--- src/rtl/game_judge.sv ---
// game_judge: latches the round code, runs the defuse countdown, checks confirm presses and
// holds the result face before requesting a new round. `GAME_JUDGE_HINT_EN adds a hint output.
module game_judge #(
    parameter int unsigned CLK_HZ    = 50_000_000,
    parameter int unsigned TIME_S    = 20,
    parameter int unsigned MAX_TRIES = 3,
    parameter int unsigned HOLD_S    = 3
) (
    input  logic       clk,
    input  logic       rst_p,
    input  logic       startInput,
    input  logic [4:0] random,
    input  logic [4:0] SW,
    input  logic       BTN,
    output logic [4:0] secs_left,
    output logic [2:0] tries_left,
    output logic       fail,
    output logic       success,
    output logic       repeatRst
`ifdef GAME_JUDGE_HINT_EN
    ,
    output logic [1:0] hint
`endif
);

    localparam int unsigned HOLD_CYC   = HOLD_S * CLK_HZ;
    localparam int unsigned PW         = (CLK_HZ > 1) ? $clog2(CLK_HZ) : 1;
    localparam int unsigned HW         = (HOLD_CYC > 1) ? $clog2(HOLD_CYC) : 1;
    localparam logic [PW-1:0] PRESC_MAX  = PW'(CLK_HZ - 1);
    localparam logic [HW-1:0] HOLD_MAX   = HW'(HOLD_CYC - 1);
    localparam logic [4:0]    SECS_INIT  = 5'(TIME_S);
    localparam logic [2:0]    TRIES_INIT = 3'(MAX_TRIES);

    typedef enum logic [1:0] {StIdle, StArmed, StSuccess, StFail} state_e;

    state_e        state_q, state_d;
    logic [PW-1:0] presc_q, presc_d;
    logic [HW-1:0] hold_q, hold_d;
    logic [4:0]    secs_q, secs_d;
    logic [4:0]    code_q, code_d;
    logic [2:0]    tries_q, tries_d;
    logic          rpt_q, rpt_d;
    logic          btn_s1_q, btn_s2_q, btn_s3_q;
    logic          press, wrap, hold_done;
`ifdef GAME_JUDGE_HINT_EN
    logic [1:0]    hint_q, hint_d;
`endif

    // One-cycle strobe on the rising edge of the synchronized button.
    assign press     = btn_s2_q & ~btn_s3_q;
    assign wrap      = (presc_q == PRESC_MAX);
    assign hold_done = (hold_q == HOLD_MAX);

    always_ff @(posedge clk) begin
        if (rst_p) begin
            state_q  <= StIdle;
            presc_q  <= '0;
            hold_q   <= '0;
            secs_q   <= SECS_INIT;
            tries_q  <= TRIES_INIT;
            code_q   <= '0;
            rpt_q    <= 1'b0;
            btn_s1_q <= 1'b0;
            btn_s2_q <= 1'b0;
            btn_s3_q <= 1'b0;
`ifdef GAME_JUDGE_HINT_EN
            hint_q   <= 2'b00;
`endif
        end else begin
            state_q  <= state_d;
            presc_q  <= presc_d;
            hold_q   <= hold_d;
            secs_q   <= secs_d;
            tries_q  <= tries_d;
            code_q   <= code_d;
            rpt_q    <= rpt_d;
            btn_s1_q <= BTN;
            btn_s2_q <= btn_s1_q;
            btn_s3_q <= btn_s2_q;
`ifdef GAME_JUDGE_HINT_EN
            hint_q   <= hint_d;
`endif
        end
    end

    always_comb begin
        state_d = state_q;
        presc_d = '0;
        hold_d  = hold_q;
        secs_d  = secs_q;
        tries_d = tries_q;
        code_d  = code_q;
        rpt_d   = 1'b0;
`ifdef GAME_JUDGE_HINT_EN
        hint_d  = hint_q;
`endif
        unique case (state_q)
            StIdle: begin
                hold_d = '0;
                if (startInput) begin
                    state_d = StArmed;
                    code_d  = random;
                end
            end
            StArmed: begin
                presc_d = wrap ? '0 : presc_q + 1'b1;
                if (!startInput) begin
                    state_d = StIdle;
                end else if (press && (SW == code_q)) begin
                    state_d = StSuccess;
                    hold_d  = '0;
`ifdef GAME_JUDGE_HINT_EN
                    hint_d  = 2'b00;
`endif
                end else begin
                    // A wrong press and the countdown wrap can both land on one edge.
                    if (press && (tries_q != 3'd0)) begin
                        tries_d = tries_q - 3'd1;
                        if (tries_q == 3'd1) state_d = StFail;
`ifdef GAME_JUDGE_HINT_EN
                        hint_d  = (SW < code_q) ? 2'b01 : 2'b10;
`endif
                    end
                    if (wrap && (secs_q != 5'd0)) begin
                        secs_d = secs_q - 5'd1;
                        if (secs_q == 5'd1) state_d = StFail;
                    end
                    if (state_d == StFail) hold_d = '0;
                end
            end
            StSuccess, StFail: begin
                if (!startInput) begin
                    state_d = StIdle;
                end else if (hold_done) begin
                    state_d = StIdle;
                    rpt_d   = 1'b1;
                end else begin
                    hold_d = hold_q + 1'b1;
                end
            end
            default: state_d = StIdle;
        endcase

        // Entering or sitting in idle restores the round defaults.
        if (state_d == StIdle) begin
            secs_d  = SECS_INIT;
            tries_d = TRIES_INIT;
`ifdef GAME_JUDGE_HINT_EN
            hint_d  = 2'b00;
`endif
        end
    end

    assign secs_left  = secs_q;
    assign tries_left = tries_q;
    assign fail       = (state_q == StFail);
    assign success    = (state_q == StSuccess);
    assign repeatRst  = rpt_q;
`ifdef GAME_JUDGE_HINT_EN
    assign hint       = hint_q;
`endif

endmodule

--- config.mk ---
export PLATFORM = sky130hd
export DESIGN_NAME = game_judge
export DESIGN_NICKNAME = d
export VERILOG_FILES = /design/src/rtl/game_judge.sv
export SDC_FILE = /design/constraint.sdc
export NUM_CORES = 1
export LEC_CHECK = 0
export CORE_UTILIZATION = 30
export DETAILED_ROUTE_END_ITERATION = 10
export GPL_ROUTABILITY_DRIVEN = 1
export HOLD_SLACK_MARGIN = 0.05
export SLEW_MARGIN = 30
export SYNTH_ARGS = -nofsm -noshare
export SYNTH_HDL_FRONTEND = slang
export SYNTH_SLANG_ARGS = --single-unit
export TNS_END_PERCENT = 1
--- constraint.sdc ---
create_clock -name clk -period 5.3 [get_ports clk]
set_input_delay 0.795 -clock clk [delete_from_list [all_inputs] [get_ports clk]]
set_output_delay 0.795 -clock clk [all_outputs]
set_load 0.01 [all_outputs]
==> results.json, run 1 <==
{
  "reg2reg_depth": 7,
  "holdBufCountCts": 0,
  "place_inst": 562,
  "synth_flop_cell": "dfxtp_1",
  "cellPowerDensity_nw_per_um2": 286.8,
  "die_w_um": 110.6,
  "track_usage_pct": 12.52,
  "ys_seq_elements": 73,
  "syn_inst": 408,
  "r2r-end": "hold_q[27]",
  "wl_per_cell_um": 12.26,
  "synth_edf_count": 0,
  "tns_ps": 0,
  "clk_pin_slew_ps": 60,
  "first_pass_iters": 4,
  "antenna_left": 0,
  "timing.reg2reg.setup_slack_ps": 2630,
  "finalCritPeriodShare_pct": 52.19,
  "syn-num-nets": 430,
  "worstHoldStart": "btn_s1_q",
  "gr-usage-met2_pct": 19.13,
  "grt_pass1_wl_um": 12540,
  "leakagePower_nw": 1.358,
  "grt_use_met1_pct": 16.61,
  "min_path_type": "flop to flop",
  "initial_utilization_pct": 30.88,
  "cts_tree": "built",
  "grt-ovfl-total": 0,
  "grt_start_max_net_pins": 30,
  "r2r_start": "hold_q[3]",
  "fin_area_sq_um": 4207,
  "syn2layout_area_growth_pct": 18.80,
  "gr-usage-met3_pct": 2.799,
  "wl_um": 7100,
  "num_vias": 2791,
  "worst-slew-pin-transition_ps": 991.3,
  "endpoint_kind": "flop",
  "synth_area_sq_um": 3541,
  "status": "finished, final reports clean",
  "startpoint_type": "input port",
  "yosysUniqueCellTypes": 49,
  "max_freq_ghz": 0.3615,
  "routed_via_density": 4.820,
  "clock_skew_ps": 9.054,
  "hold_path_end": "btn_s2_q",
  "cts_resized": 0,
  "io_buffers": 24,
  "fin_util_pct": 36.68,
  "max-vdd-ir-drop_mv": 0.1587,
  "ios": 25,
  "chipHeight_um": 110.6,
  "synth.avg_cell_area_sq_um": 8.679,
  "fin_cells": 579,
  "htree_num_levels": 3,
  "grt_pass1_vias": 2650,
  "fin_nets": 453,
  "slew_headroom_pct": 33.47,
  "critical_path_class": "input port to flop",
  "worstPathMaxFanout": 11,
  "dp_hpwl_um": 4967,
  "n_antenna_cell": 0,
  "hold_viol": 0,
  "dpl_worst_slack_ps": 1983,
  "ys.warnings.count": 0,
  "crit_required_ps": 5510,
  "postCtsSetupRepairBufs": 0,
  "cts_buffers": 9,
  "holdPathStages": 1,
  "rsz0062_at_grt": "false",
  "place.gp.congestion": 0.7951,
  "antenna_found_initial": 0,
  "ctsLongestPathBuffers": 2,
  "cts.sinks": 73,
  "setup_ws_ps": 2534,
  "async_flop_share_pct": 0,
  "dpl_cell_area_sq_um": 3895,
  "setup_viol": 0,
  "clock-root-buffer": "clkbuf_16",
  "drv_cap": 0,
  "core_area_sq_um": 11470,
  "slew_viol_final": 0,
  "drt_first_iter_violations": 165,
  "clk_latency_ps": 340,
  "rows": 39,
  "busiest_layer": "met2",
  "drc_errors": 0,
  "arrival_ps": 2970,
  "dieArea_sq_um": 12240,
  "drive_gt1_share_pct": 7.110,
  "layout_min_cycle_time_ps": 2766,
  "seq_area_frac_synth_pct": 41.27
}
[how the worst max path moves through the flow]
stage / from / slack, ps / end / depth (start not counted)
global route: SW[4] / 2340 / hold_q[7] / 9
floorplan: SW[1] / 3020 / hold_q[24] / 8
finish: SW[1] / 2530 / hold_q[16] / 8
global placement: SW[4] / 2060 / hold_q[24] / 8
CTS: SW[1] / 2330 / hold_q[24] / 8
detailed placement: SW[1] / 1980 / hold_q[24] / 8
[where the power goes]
| part | total, mW | switching, mW | internal (mW) |
|---|---|---|---|
| registers | 0.556 | 0.00299 | 0.553 |
| clock network | 0.615 | 0.237 | 0.379 |
| logic | 0.0354 | 0.0179 | 0.0175 |
| total | 1.21 | 0.257 | 0.949 |
[kinds of logic (layout without fill, tap and decap cells)]
group / after synthesis / after routing / synth area share (%)
flops: 73 / 73 / 41.27
buf+inv: 26 / 54 / 3.251
mux: 6 / 6 / 1.696
xor+xnor: 58 / 58 / 14.35
fa+ha+maj: 8 / 8 / 2.827
compound gates: 43 / 43 / 7.703
simple gates: 194 / 194 / 28.91
[placed cells by master, fill, tap and decap left out, types with 5 or more instances in the layout]
cell type        instances
nor3_1                   6
xnor2_1                 42
and3_1                   5
clkbuf_16                9
and2_1                   5
dfxtp_1                 73
mux2i_1                  6
nand2_1                 30
or3_1                    5
inv_1                   12
nand4_1                 13
o21ai_0                  5
clkdlybuf4s50_1         24
nor2_1                  73
xor2_1                  16
ha_1                     8
and4_1                   7
nor2b_1                  7
nand3_1                 20
a21oi_1                 23
[final cells by class]
class,count,area [sq um]
Fill cell,1170,7261
Multi-Input combinational cell,309,1966
Sequential cell,73,1461
Timing Repair Buffer,26,250.2
Clock buffer,10,239.0
Tap cell,143,178.9
Clock inverter,6,66.31
Inverter,12,45.04
[Yosys cell counts (6+ instances only)]
| cell type | number | area share, % |
|---|---|---|
| a21oi_1 | 23 | 3.3 |
| and4_1 | 7 | 1.7 |
| clkbuf_1 | 7 | 0.74 |
| dfxtp_1 | 73 | 41 |
| ha_1 | 8 | 2.8 |
| inv_1 | 12 | 1.3 |
| mux2i_1 | 6 | 1.7 |
| nand2_1 | 30 | 3.2 |
| nand3_1 | 20 | 2.8 |
| nand4_1 | 13 | 2.3 |
| nor2_1 | 73 | 7.7 |
| nor2b_1 | 7 | 1.2 |
| nor3_1 | 6 | 0.85 |
| xnor2_1 | 42 | 10 |
| xor2_1 | 16 | 4.0 |
[state kept, by name, summed over array words and instances (netlist names)]
register    cells
btn_s1_q        1
btn_s2_q        1
btn_s3_q        1
code_q          5
hold_q         28
presc_q        26
repeatRst       1
secs_left       5
state_q         2
tries_left      3
[stage by stage]
| step | power, mW | hold slack (ps) |
|---|---|---|
| after floorplan | 0.5886 | 413.8 |
| after global placement | 0.6031 | 434.3 |
| after detailed placement | 0.6035 | 439.5 |
| after CTS | 1.225 | 453.1 |
| after global routing | 1.254 | 482.4 |
| final | 1.206 | 450.5 |
[worst max-delay path, cell delays in order]
cell and delay, ps:
clkdlybuf4s50_1 480, xnor2_1 120, nand3_1 170, o21ai_0 400
o2111ai_2 450, a211oi_2 360, xnor2_1 150, nor2_1 50
[per-layer routing]
layer  wire length, um  share of wire (%)
met1              3448                 49
met2              3242                 46
met3               258                3.6
met4               150                2.1
met5                 0                  0
Note: power is estimated with default switching activity, not from simulation.
==> run 2, diff against run 1 <==
clock period = 2.51 ns   (was 5.3 ns; I/O delays follow)
==> run 2 against run 1 <==
Clock skew decreased by 0.59 ps. Core utilization grew 0.92 points. Via count grew 1.5%. Sequential power up 110%. Worst hold slack better by 3.8 ps. Sequential cell count stayed put. Count of clock-buffer cells in the layout unchanged. Worst setup slack got worse by 2300 ps. Critical path type is now flop to flop.
==> results.json, run 2 (synthesis gave the netlist of run 1 again) <==
{
  "status": "finished, final reports clean",
  "gr-usage-met3_pct": 2.415,
  "wl_per_cell_um": 12.09,
  "multi_input_area_sq_um": 1968,
  "track_usage_pct": 12.28,
  "clk_latency_ps": 330,
  "fin_hold_ws_ps": 454.2,
  "worstPathMaxFanout": 15,
  "tns_ps": 0,
  "clock_skew_ps": 8.463,
  "drc_errors": 0,
  "grt_pass1_vias": 2638,
  "core_area_sq_um": 11470,
  "cts_tree": "built",
  "min_path_type": "flop to flop",
  "clock-root-buffer": "clkbuf_16",
  "rows": 39,
  "seq_area_sq_um": 1461,
  "busiest_layer": "met2",
  "cts_buffers": 9,
  "dp_hpwl_um": 5024,
  "clk_pin_slew_ps": 60,
  "hold_viol": 0,
  "worst-slew-pin-transition_ps": 651.5,
  "fin_nets": 466,
  "crit_required_ps": 2730,
  "ios": 25,
  "initial_utilization_pct": 30.88,
  "num_vias": 2833,
  "chipHeight_um": 110.6,
  "startpoint_type": "flop",
  "endpoint_kind": "flop",
  "gr-usage-met2_pct": 18.88,
  "rsz0062_at_grt": "false",
  "routed_via_density": 4.785,
  "slew_viol_final": 0,
  "drv_cap": 0,
  "antenna_left": 0,
  "reg_top3": "hold_q (28), presc_q (26)",
  "postCtsSetupRepairBufs": 0,
  "grt_use_met1_pct": 16.13,
  "htree_num_levels": 3,
  "arrival_ps": 2490,
  "die_w_um": 110.6,
  "nFillCells": 1110,
  "first_pass_iters": 5,
  "grt_pass1_wl_um": 12320,
  "max_freq_ghz": 0.4409,
  "top_register": "hold_q",
  "dieArea_sq_um": 12240,
  "setup_viol": 0,
  "largest_reg_flops": 28,
  "n_antenna_cell": 0,
  "cts.sinks": 73,
  "antenna_found_initial": 0,
  "grt-ovfl-total": 0,
  "drive_gt1_share_pct": 9.800,
  "io_buffers": 24,
  "layout_common_cells": "nor2_1, dfxtp_1, xnor2_1, nand2_1, clkdlybuf4s50_1",
  "wl_um": 7155,
  "drt_first_iter_violations": 109,
  "cellPowerDensity_nw_per_um2": 593.9,
  "slew_headroom_pct": 55.44,
  "leakagePower_nw": 1.425,
  "report.power.total_mw": 2.561,
  "critical_path_class": "flop to flop",
  "ctsLongestPathBuffers": 2,
  "grt_start_max_net_pins": 27,
  "finalCritPeriodShare_pct": 90.36,
  "place.gp.congestion": 0.7571,
  "max-vdd-ir-drop_mv": 0.3602,
  "syn2layout_area_growth_pct": 21.77,
  "layout_min_cycle_time_ps": 2268
}
## run 2: stage by stage
step / util, % / area, sq um / cells / setup WS [ps]
3_3_place_gp: 34.90 / 4003 / 576 / 6.605
3_5_place_dp: 34.90 / 4003 / 576 / -25.46
5_1_grt: 37.60 / 4312 / 592 / 69.57
4_1_cts: 37.57 / 4308 / 592 / 67.72
2_1_floorplan: - / 3541 / 408 / 509.1
6_report: 37.60 / 4312 / 592 / 241.9
## run 2: where the power goes
part	internal (mW)	switching [mW]
logic	0.0448	0.0409
registers	1.17	0.00637
clock network	0.800	0.502
total	2.01	0.549
## run 2: path summary, 6_finish.rpt
kind | startpoint | to | slack [ps] | cells past startpoint
setup / recovery | presc_q[0] | hold_q[19] | 240 | 8
setup reg to reg | presc_q[0] | hold_q[19] | 240 | 8
hold reg to reg | btn_s1_q | btn_s2_q | 450 | 1
hold / removal | btn_s1_q | btn_s2_q | 450 | 1
## run 2: critical path, stage by stage (launching register included)
cell and delay (ps):
dfxtp_1 370, ha_1 240, and4_1 230, nand2_1 130
nor4_4 300, or2_2 190, a211o_1 330, buf_4 280
nor2_1 70
## run 2: layout make-up
type                       instances  share of cell area, %
multi-input combinational        309                  45.65
sequential                        73                  33.89
timing repair buffer              39                  8.183
clock buffer                      10                  5.543
tap                              143                  4.150
clock inverter                     6                  1.538
inverter                          12                  1.045
## run 2: what timing repair did
item / CTS / global route
hold endpoints to repair: 0 / 0
resized for setup: 0 / 1
hold buffers: 0 / 0
endpoints found under the setup margin: 0 / 12
## run 2: metal layers
metal	up-vias	share of wire (%)
met5	-	0
met4	0	2.2
met3	10	2.9
met2	49	45
met1	1312	50
li1	1462	-
==> run 3, diff against run 2 <==
CAP_MARGIN = 10   (was not set)
==> results of run 3 <==
Final layout, timing and power as in run 2 (identical DEF).
